**src/rtl/hazard_ctl.sv**
```systemverilog
// Pipeline hazard and stall controller.
// Drives the clock-enable and flush inputs of the IF/ID, ID/EX and EX/MEM
// pipeline registers. It handles load-use hazards, taken branch redirects,
// multi-cycle data-memory waits, and traps (exceptions and mret) raised in M.
module hazard_ctl #(
    parameter int MEM_TIMEOUT       = 64,
    parameter int TRAP_FLUSH_CYCLES = 2
) (
    input  logic        i_clk,
    input  logic        i_rst,
    input  logic [4:0]  i_rs1_d,
    input  logic [4:0]  i_rs2_d,
    input  logic [4:0]  i_rd_e,
    input  logic [1:0]  i_result_src_e,
    input  logic        i_reg_wr_e,
    input  logic        i_pc_src_e,
    input  logic        i_mem_access_m,
    input  logic        i_dmem_ready_m,
    input  logic        i_exception_m,
    input  logic        i_mret_m,
    output logic        o_pc_en,
    output logic        o_if_id_clk_en,
    output logic        o_if_id_flush,
    output logic        o_id_ex_clk_en,
    output logic        o_id_ex_flush,
    output logic        o_id_ex_flush_exception_m,
    output logic        o_ex_mem_clk_en,
    output logic        o_ex_mem_flush,
    output logic        o_trap_redirect,
    output logic        o_bus_err,
    output logic [31:0] o_stall_cnt
);

    typedef enum logic [1:0] {
        ST_RUN        = 2'd0,
        ST_MEM_WAIT   = 2'd1,
        ST_TRAP_FLUSH = 2'd2
    } state_t;

    localparam logic [15:0] TIMEOUT_LIMIT = 16'(MEM_TIMEOUT);
    localparam logic [2:0]  FLUSH_RELOAD  = 3'(TRAP_FLUSH_CYCLES - 1);

    state_t      r_state;
    state_t      w_state;
    state_t      w_nextState;
    logic [15:0] r_waitCnt;
    logic [15:0] w_waitCntNext;
    logic [2:0]  r_flushCnt;
    logic [2:0]  w_flushCntNext;
    logic        r_busErr;
    logic        w_setBusErr;
    logic [31:0] r_stallCnt;

    logic        w_trap;
    logic        w_loadUse;
    logic        w_timeout;
    logic        w_memBlock;

    // Hazard terms; while reset is held the outputs decode as if in RUN
    always_comb begin
        w_state    = i_rst ? ST_RUN : r_state;
        w_trap     = i_exception_m | i_mret_m;
        w_loadUse  = (i_result_src_e == 2'b01) && i_reg_wr_e && (i_rd_e != 5'd0) &&
                     ((i_rd_e == i_rs1_d) || (i_rd_e == i_rs2_d));
        w_timeout  = (w_state == ST_MEM_WAIT) && !i_dmem_ready_m && (r_waitCnt >= TIMEOUT_LIMIT);
        w_memBlock = 1'b0;
        if (w_state == ST_RUN) begin
            w_memBlock = i_mem_access_m && !i_dmem_ready_m;
        end else if (w_state == ST_MEM_WAIT) begin
            w_memBlock = !i_dmem_ready_m && !w_timeout;
        end
    end

    // Next-state and output decode, highest priority source first
    always_comb begin
        o_pc_en                   = 1'b1;
        o_if_id_clk_en            = 1'b1;
        o_if_id_flush             = 1'b0;
        o_id_ex_clk_en            = 1'b1;
        o_id_ex_flush             = 1'b0;
        o_id_ex_flush_exception_m = 1'b0;
        o_ex_mem_clk_en           = 1'b1;
        o_ex_mem_flush            = 1'b0;
        o_trap_redirect           = 1'b0;
        w_nextState               = w_state;
        w_waitCntNext             = r_waitCnt;
        w_flushCntNext            = r_flushCnt;
        w_setBusErr               = 1'b0;

        if (w_trap) begin
            o_trap_redirect           = 1'b1;
            o_if_id_flush             = 1'b1;
            o_id_ex_flush_exception_m = 1'b1;
            o_ex_mem_flush            = 1'b1;
            w_waitCntNext             = 16'd0;
            if (TRAP_FLUSH_CYCLES > 1) begin
                w_nextState    = ST_TRAP_FLUSH;
                w_flushCntNext = FLUSH_RELOAD;
            end else begin
                w_nextState    = ST_RUN;
                w_flushCntNext = 3'd0;
            end
        end else if (w_state == ST_TRAP_FLUSH) begin
            o_if_id_flush             = 1'b1;
            o_id_ex_flush_exception_m = 1'b1;
            o_ex_mem_flush            = 1'b1;
            if (r_flushCnt <= 3'd1) begin
                w_nextState    = ST_RUN;
                w_flushCntNext = 3'd0;
            end else begin
                w_flushCntNext = r_flushCnt - 3'd1;
            end
        end else if (w_memBlock) begin
            o_pc_en         = 1'b0;
            o_if_id_clk_en  = 1'b0;
            o_id_ex_clk_en  = 1'b0;
            o_ex_mem_clk_en = 1'b0;
            w_nextState     = ST_MEM_WAIT;
            w_waitCntNext   = (w_state == ST_RUN) ? 16'd1 : 16'(r_waitCnt + 16'd1);
        end else begin
            w_nextState   = ST_RUN;
            w_waitCntNext = 16'd0;
            w_setBusErr   = w_timeout;
            if (i_pc_src_e) begin
                o_if_id_flush = 1'b1;
                o_id_ex_flush = 1'b1;
            end else if (w_loadUse) begin
                o_pc_en        = 1'b0;
                o_if_id_clk_en = 1'b0;
                o_id_ex_flush  = 1'b1;
            end
        end
    end

    // State, counters, sticky bus error and saturating stall counter
    always_ff @(posedge i_clk) begin
        if (i_rst) begin
            r_state    <= ST_RUN;
            r_waitCnt  <= 16'd0;
            r_flushCnt <= 3'd0;
            r_busErr   <= 1'b0;
            r_stallCnt <= 32'd0;
        end else begin
            r_state    <= w_nextState;
            r_waitCnt  <= w_waitCntNext;
            r_flushCnt <= w_flushCntNext;
            r_busErr   <= r_busErr | w_setBusErr;
            if (!o_pc_en && (r_stallCnt != 32'hFFFF_FFFF)) begin
                r_stallCnt <= r_stallCnt + 32'd1;
            end
        end
    end

    assign o_bus_err   = r_busErr;
    assign o_stall_cnt = r_stallCnt;

endmodule
```
**config.mk**
```make
export PLATFORM = sky130hd
export DESIGN_NAME = hazard_ctl
export DESIGN_NICKNAME = d
export VERILOG_FILES = /design/src/rtl/hazard_ctl.sv
export SDC_FILE = /design/constraint.sdc
export NUM_CORES = 1
export LEC_CHECK = 0
export BUFFER_PORTS_ARGS = -buffer_cell sky130_fd_sc_hd__buf_2
export CAP_MARGIN = 10
export CORE_MARGIN = 4
export CORE_UTILIZATION = 58
export DETAILED_ROUTE_END_ITERATION = 10
export PLACE_DENSITY = 0.95
export SLEW_MARGIN = 20
export SYNTH_ARGS = -nofsm -noshare
export SYNTH_HDL_FRONTEND = slang
export SYNTH_SLANG_ARGS = --single-unit
export TNS_END_PERCENT = 100
```
**constraint.sdc**
```tcl
create_clock -name i_clk -period 6.2 [get_ports i_clk]
set_clock_uncertainty 0.1 [all_clocks]
set_input_delay 0.31 -clock i_clk [delete_from_list [all_inputs] [get_ports i_clk]]
set_output_delay 0.31 -clock i_clk [all_outputs]
set_load 0.005 [all_outputs]
```
# Yosys cells after proc, flatten, opt, wreduce, memory -nomap -nowiden
# Index checks and enable logic that the tools add are counted.
[totals]
register_bits = 54
output_inout_bits = 42
[classes]
add_sub_neg = 3
magnitude_cmp = 2
eq_ne = 6
mux = 35
bitwise = 2
reduce_logical = 16
[op_table]
columns = ["cell", "n"]
rows = [
  ["adder 32 x 1 -> 32 bit, second input constant", 1],
  ["two-way mux 16 bit", 2],
  ["inequality test 32 bit, second input constant", 1],
  ["two-way mux 1 bit", 28],
  ["adder 16 x 1 -> 16 bit, second input constant", 1],
  ["greater-or-equal comparator 16 x 7 -> 1 bit, second input constant", 1],
  ["== test 5 bit", 2],
  ["logical AND 1 bit", 8],
  ["two-way mux 2 bit", 4],
  ["nonzero test 5 bit", 1],
  ["== test 2 x 1 -> 1 bit, second input constant", 2],
  ["<= comparator 3 x 1 -> 1 bit, second input constant", 1],
  ["logical NOT 1 bit", 3],
  ["two-way mux 3 bit", 1],
  ["subtractor 3 x 1 -> 3 bit, second input constant", 1],
  ["== test 2 bit, second input constant", 1],
  ["logical NOT 2 bit", 1],
  ["OR 1 bit", 2],
  ["nonzero test 2 bit", 1],
  ["OR reduction 2 bit", 1],
  ["logical OR 1 bit", 1],
]

# Logic depth before layout (Yosys ltp)
[logic_depth]
word_depth = 13
depth_mapped = 10

# Worst setup path after synthesis
# OpenSTA, ideal clock, no wires.
[synth_timing]
kind = "register to register"
start = "register r_stallCnt[0] (netlist: o_stall_cnt[0])"
end = "register r_stallCnt[3] (netlist: o_stall_cnt[3])"
setup_time_ns = 0.123
t_arrival_ns = 2.106
required_ns = 5.977
setup_slack_ns = 3.871
stages_incl_launch_ff = 8
n_path_buf = 1
period_less_slack_ns = 2.329
cell_sequence = "dfxtp_1 ha_1 nand3_1 or4_1 nor3_4 buf_2 nor3_1 mux2_1"
[synth_between]
elab_chain_len = 2
elab_cells_between_ends = 3
[synth_rtl]
columns = ["element", "line", "text"]
rows = [
  ["start: declaration", "52", "logic [31:0] r_stallCnt;"],
  ["start signal: assignment", "149", "r_stallCnt <= r_stallCnt + 32'd1;"],
  ["parallel branches: the longest is 2 deep, another holds adder 32 x 1 -> 32 bit", "-", ""],
]
# Several ways; the timed one is not identified.
# A chain may end at the register's enable or synchronous reset.

# Worst setup path after layout
[layout_timing]
start = "input port i_rst"
end = "output port o_if_id_clk_en"
[layout_between]
elab_chain_len = 11
elab_cells_between_ends = 13
[layout_rtl]
columns = ["element", "line", "text"]
rows = [
  ["start: declaration", "10", "input logic i_rst,"],
  ["two-way mux 2 bit *", "61", "w_state = i_rst ? ST_RUN : r_state;"],
  ["== test 2 x 1 -> 1 bit", "65, 69", ""],
  ["logical AND 1 bit (2 in a row)", "65", "w_timeout = (w_state == ST_MEM_WAIT) && !i_dmem_ready_m && (r_waitCnt >= TIMEOUT_LIMIT);"],
  ["logical NOT 1 bit", "70", "w_memBlock = !i_dmem_ready_m && !w_timeout;"],
  ["logical AND 1 bit", "70", ""],
  ["two-way mux 1 bit", "69", "end else if (w_state == ST_MEM_WAIT) begin"],
  ["two-way mux 1 bit", "67", "if (w_state == ST_RUN) begin"],
  ["two-way mux 1 bit", "113", "end else if (w_memBlock) begin"],
  ["two-way mux 1 bit *", "103", "end else if (w_state == ST_TRAP_FLUSH) begin"],
  ["two-way mux 1 bit *", "90", "if (w_trap) begin"],
  ["end: declaration", "22", "output logic o_if_id_clk_en,"],
]
# Mark *: on every way between the ends. The rest lies on a longest branch, timed or not.

==> qor.yml <==
outcome:
  outcome: "complete, no violations"
cts:
  cts-root-buf: "clkbuf_8"
  clock_latency_ps: 300
  htreeDepth: 2
  clockBufferDepth: 2
  ctsHoldBuffers: 0
  post-cts-setup-buffer-count: 0
  cts_resized: 0
  clkSlewWorstSetupHoldPaths_ps: 90
  cts_buffers: 5
  cts_tree: "built"
  clock_sinks: 54
setup_path:
  crit_chain: "buf_2 -> nor4b_2 -> and4_1 -> o21ai_1 -> o21a_1 -> buf_4 -> buf_2"
  cp_common_cell: "buf_2"
  rrSetupSlack_ps: 3320
  crit_required_ps: 5790
  crit_fanout: 58
  critical-path-top-delay-family: "buffers and inverters"
  path_buf_inv: 3
  end_kind: "output pin"
  crit_type: "primary input to output pin"
  arrival_ps: 2550
  critPathLaunchType: "primary input"
  crit_slowest_cell: "buf_2"
  max_stage_delay_ps: 720
global_route:
  grt_usage_pct: 22.0
  grt_max_degree: 59
  grt_pass1_vias: 2525
  antenna_found_initial: 0
  grt_first_pass_wirelength_mm: 11.4
  globalRoute.totalOverflow: 0
final_layout:
  instances_no_fill: 468
  final_common_cell: "buf_2"
  multiInputGateArea_sq_mm: 0.00171
  mostFrequentLayoutCells: "66 x buf_2, 54 x dfxtp_1, 43 x nor2_1, 19 x a21oi_1, 18 x nand2_1"
  layout-drive-gt1-share_pct: 25.7
  fill_cells: 372
  syn2layout_area_growth_pct: 14.9
  n_antenna_cell: 0
  nNetsFinal: 429
  regArea_sq_mm: 0.00108
power_and_ir_drop:
  p_leak_uw: 0.00136
  cellPowerDensity_mw_per_mm2: 181
  peakVddDrop_v: 0.000165
route:
  vias: 2723
  routed_via_density: 5.82
  wire_per_inst_um: 14.3
  drtAntennaViolNets: 0
  totalWireLength_mm: 6.69
  drt_first_iter_violations: 139
  drcViolationCount: 0
  first_pass_iters: 4
yosys:
  synth_top_area_share_pct: 36.7
  ys_warn_count: 0
  syn_area_sq_mm: 0.00295
  syn-num-nets: 373
  synth.area.top_cells: "dfxtp_1 37%, nor2_1 5.5%, mux2_2 4.6%"
  avgSynthCellArea_sq_um: 8.57
  synthArstFlopShare_pct: 0
  synth-seq-cells: 54
  yosys.area.top_type: "dfxtp_1"
  syn_inst: 344
  synth_seq_area_share_pct: 36.7
  ys.flop_type: "dfxtp_1"
  ys_types: 56
  synth_edf_count: 0
die:
  row_count: 25
  die_width_um: 79.3
  num_io_pins: 67
  fp.dieH_um: 79.3
  start_util_pct: 61.2
  core-area_sq_mm: 0.00482
  die_area_sq_mm: 0.00629
timing:
  final_hold_viol_count: 0
  period_share_pct: 47.7
  slew_headroom_pct: 36.1
  fin_setup_tns_ps: 0
  setup_viol: 0
  rsz0062_at_grt: "false"
  slew_violations: 0
  hold_slack_ps: 198
  fin_crit_ps: 2960
  max_freq_mhz: 338
  tightest_slew_ps: 959
place:
  dp.cells: 459
  numPortBuffers: 66
  dp_hpwl_mm: 4.89
  routabilityCongestion: 0.838
run:
  maxCapViolCount: 0
hold_path:
  hold_path_class: "primary input to flip-flop"
==> registers in the layout, indices dropped and copies added (netlist names) <==
name         count
o_stall_cnt     32
r_flushCnt       3
r_state          2
r_waitCnt       16
o_bus_err        1
==> synth_stat cells, types with 3 or more instances <==
cell type,count
and3_1,5
nor4_2,3
xor2_1,13
o21ai_0,7
nor2_1,43
buf_4,4
nor3_1,6
buf_2,5
nand3_1,13
o31ai_1,11
a211oi_1,3
or3_1,7
dfxtp_1,54
mux2_2,12
and2_1,7
a21oi_1,19
nand2_1,18
nor3b_1,5
nor4b_2,3
mux2_1,4
ha_1,4
inv_1,11
and4_1,5
or4_1,12
clkbuf_1,7
nor2b_1,15
nand4_1,9
nor4_1,4
==> final timing paths <==
path	startpoint	endpoint	depth (start not counted)
worst min register to register	r_waitCnt[11]	r_waitCnt[11]	2
worst max-delay path	i_rst	o_if_id_clk_en	7
worst min-delay path	i_exception_m	r_state[1]	3
worst max register to register	o_stall_cnt[0]	o_stall_cnt[8]	7
==> routing by layer <==
layer / share of wire [%] / vias up / track usage (%)
li1: - / 1358 / -
met1: 41 / 1275 / 26.6
met2: 52 / 80 / 38.8
met3: 5.5 / 10 / 4.65
met4: 1.4 / 0 / 7.04
met5: 0 / - / 0
==> tightest hold or removal path: stages <==
cell,delay [ps]
buf_2,110
nor2_4,40
a21oi_1,100
==> where the power goes <==
group          leakage, uW  switching [uW]  total, uW  internal, uW
logic             0.000871            24.4       40.9          16.5
clock network    0.0000575             110        223           113
registers         0.000436            1.70        350           348
==> cell type report <==
| type | count | area share (%) |
|---|---|---|
| multi-input cells | 258 | 50.5 |
| flip-flops and latches | 54 | 31.9 |
| repair buffers | 68 | 10.4 |
| clock buffers | 8 | 3.25 |
| well taps | 67 | 2.48 |
| inverters | 13 | 1.44 |
==> cells by family after synthesis <==
family / after synthesis / synth area share [%]
AOI/OAI and AO/OA: 56 / 12.1
muxes: 16 / 6.11
xor gates and xnor gates: 13 / 3.86
DFF: 54 / 36.7
buffers and inverters: 32 / 5.31
and+or+nand+nor: 169 / 34.2
adders and majority gates: 4 / 1.70
==> metrics by stage <==
step	instance area [sq um]	total power [uW]	setup slack [ps]	util, %
CTS	3370	618	3080	70.0
detailed placement	3260	398	2940	67.7
global placement	3260	397	3060	67.7
finish	3390	613	3240	70.3
global route	3390	636	3020	70.3
floorplan	2950	383	3870	-
Power figures use the tool's default switching activity.
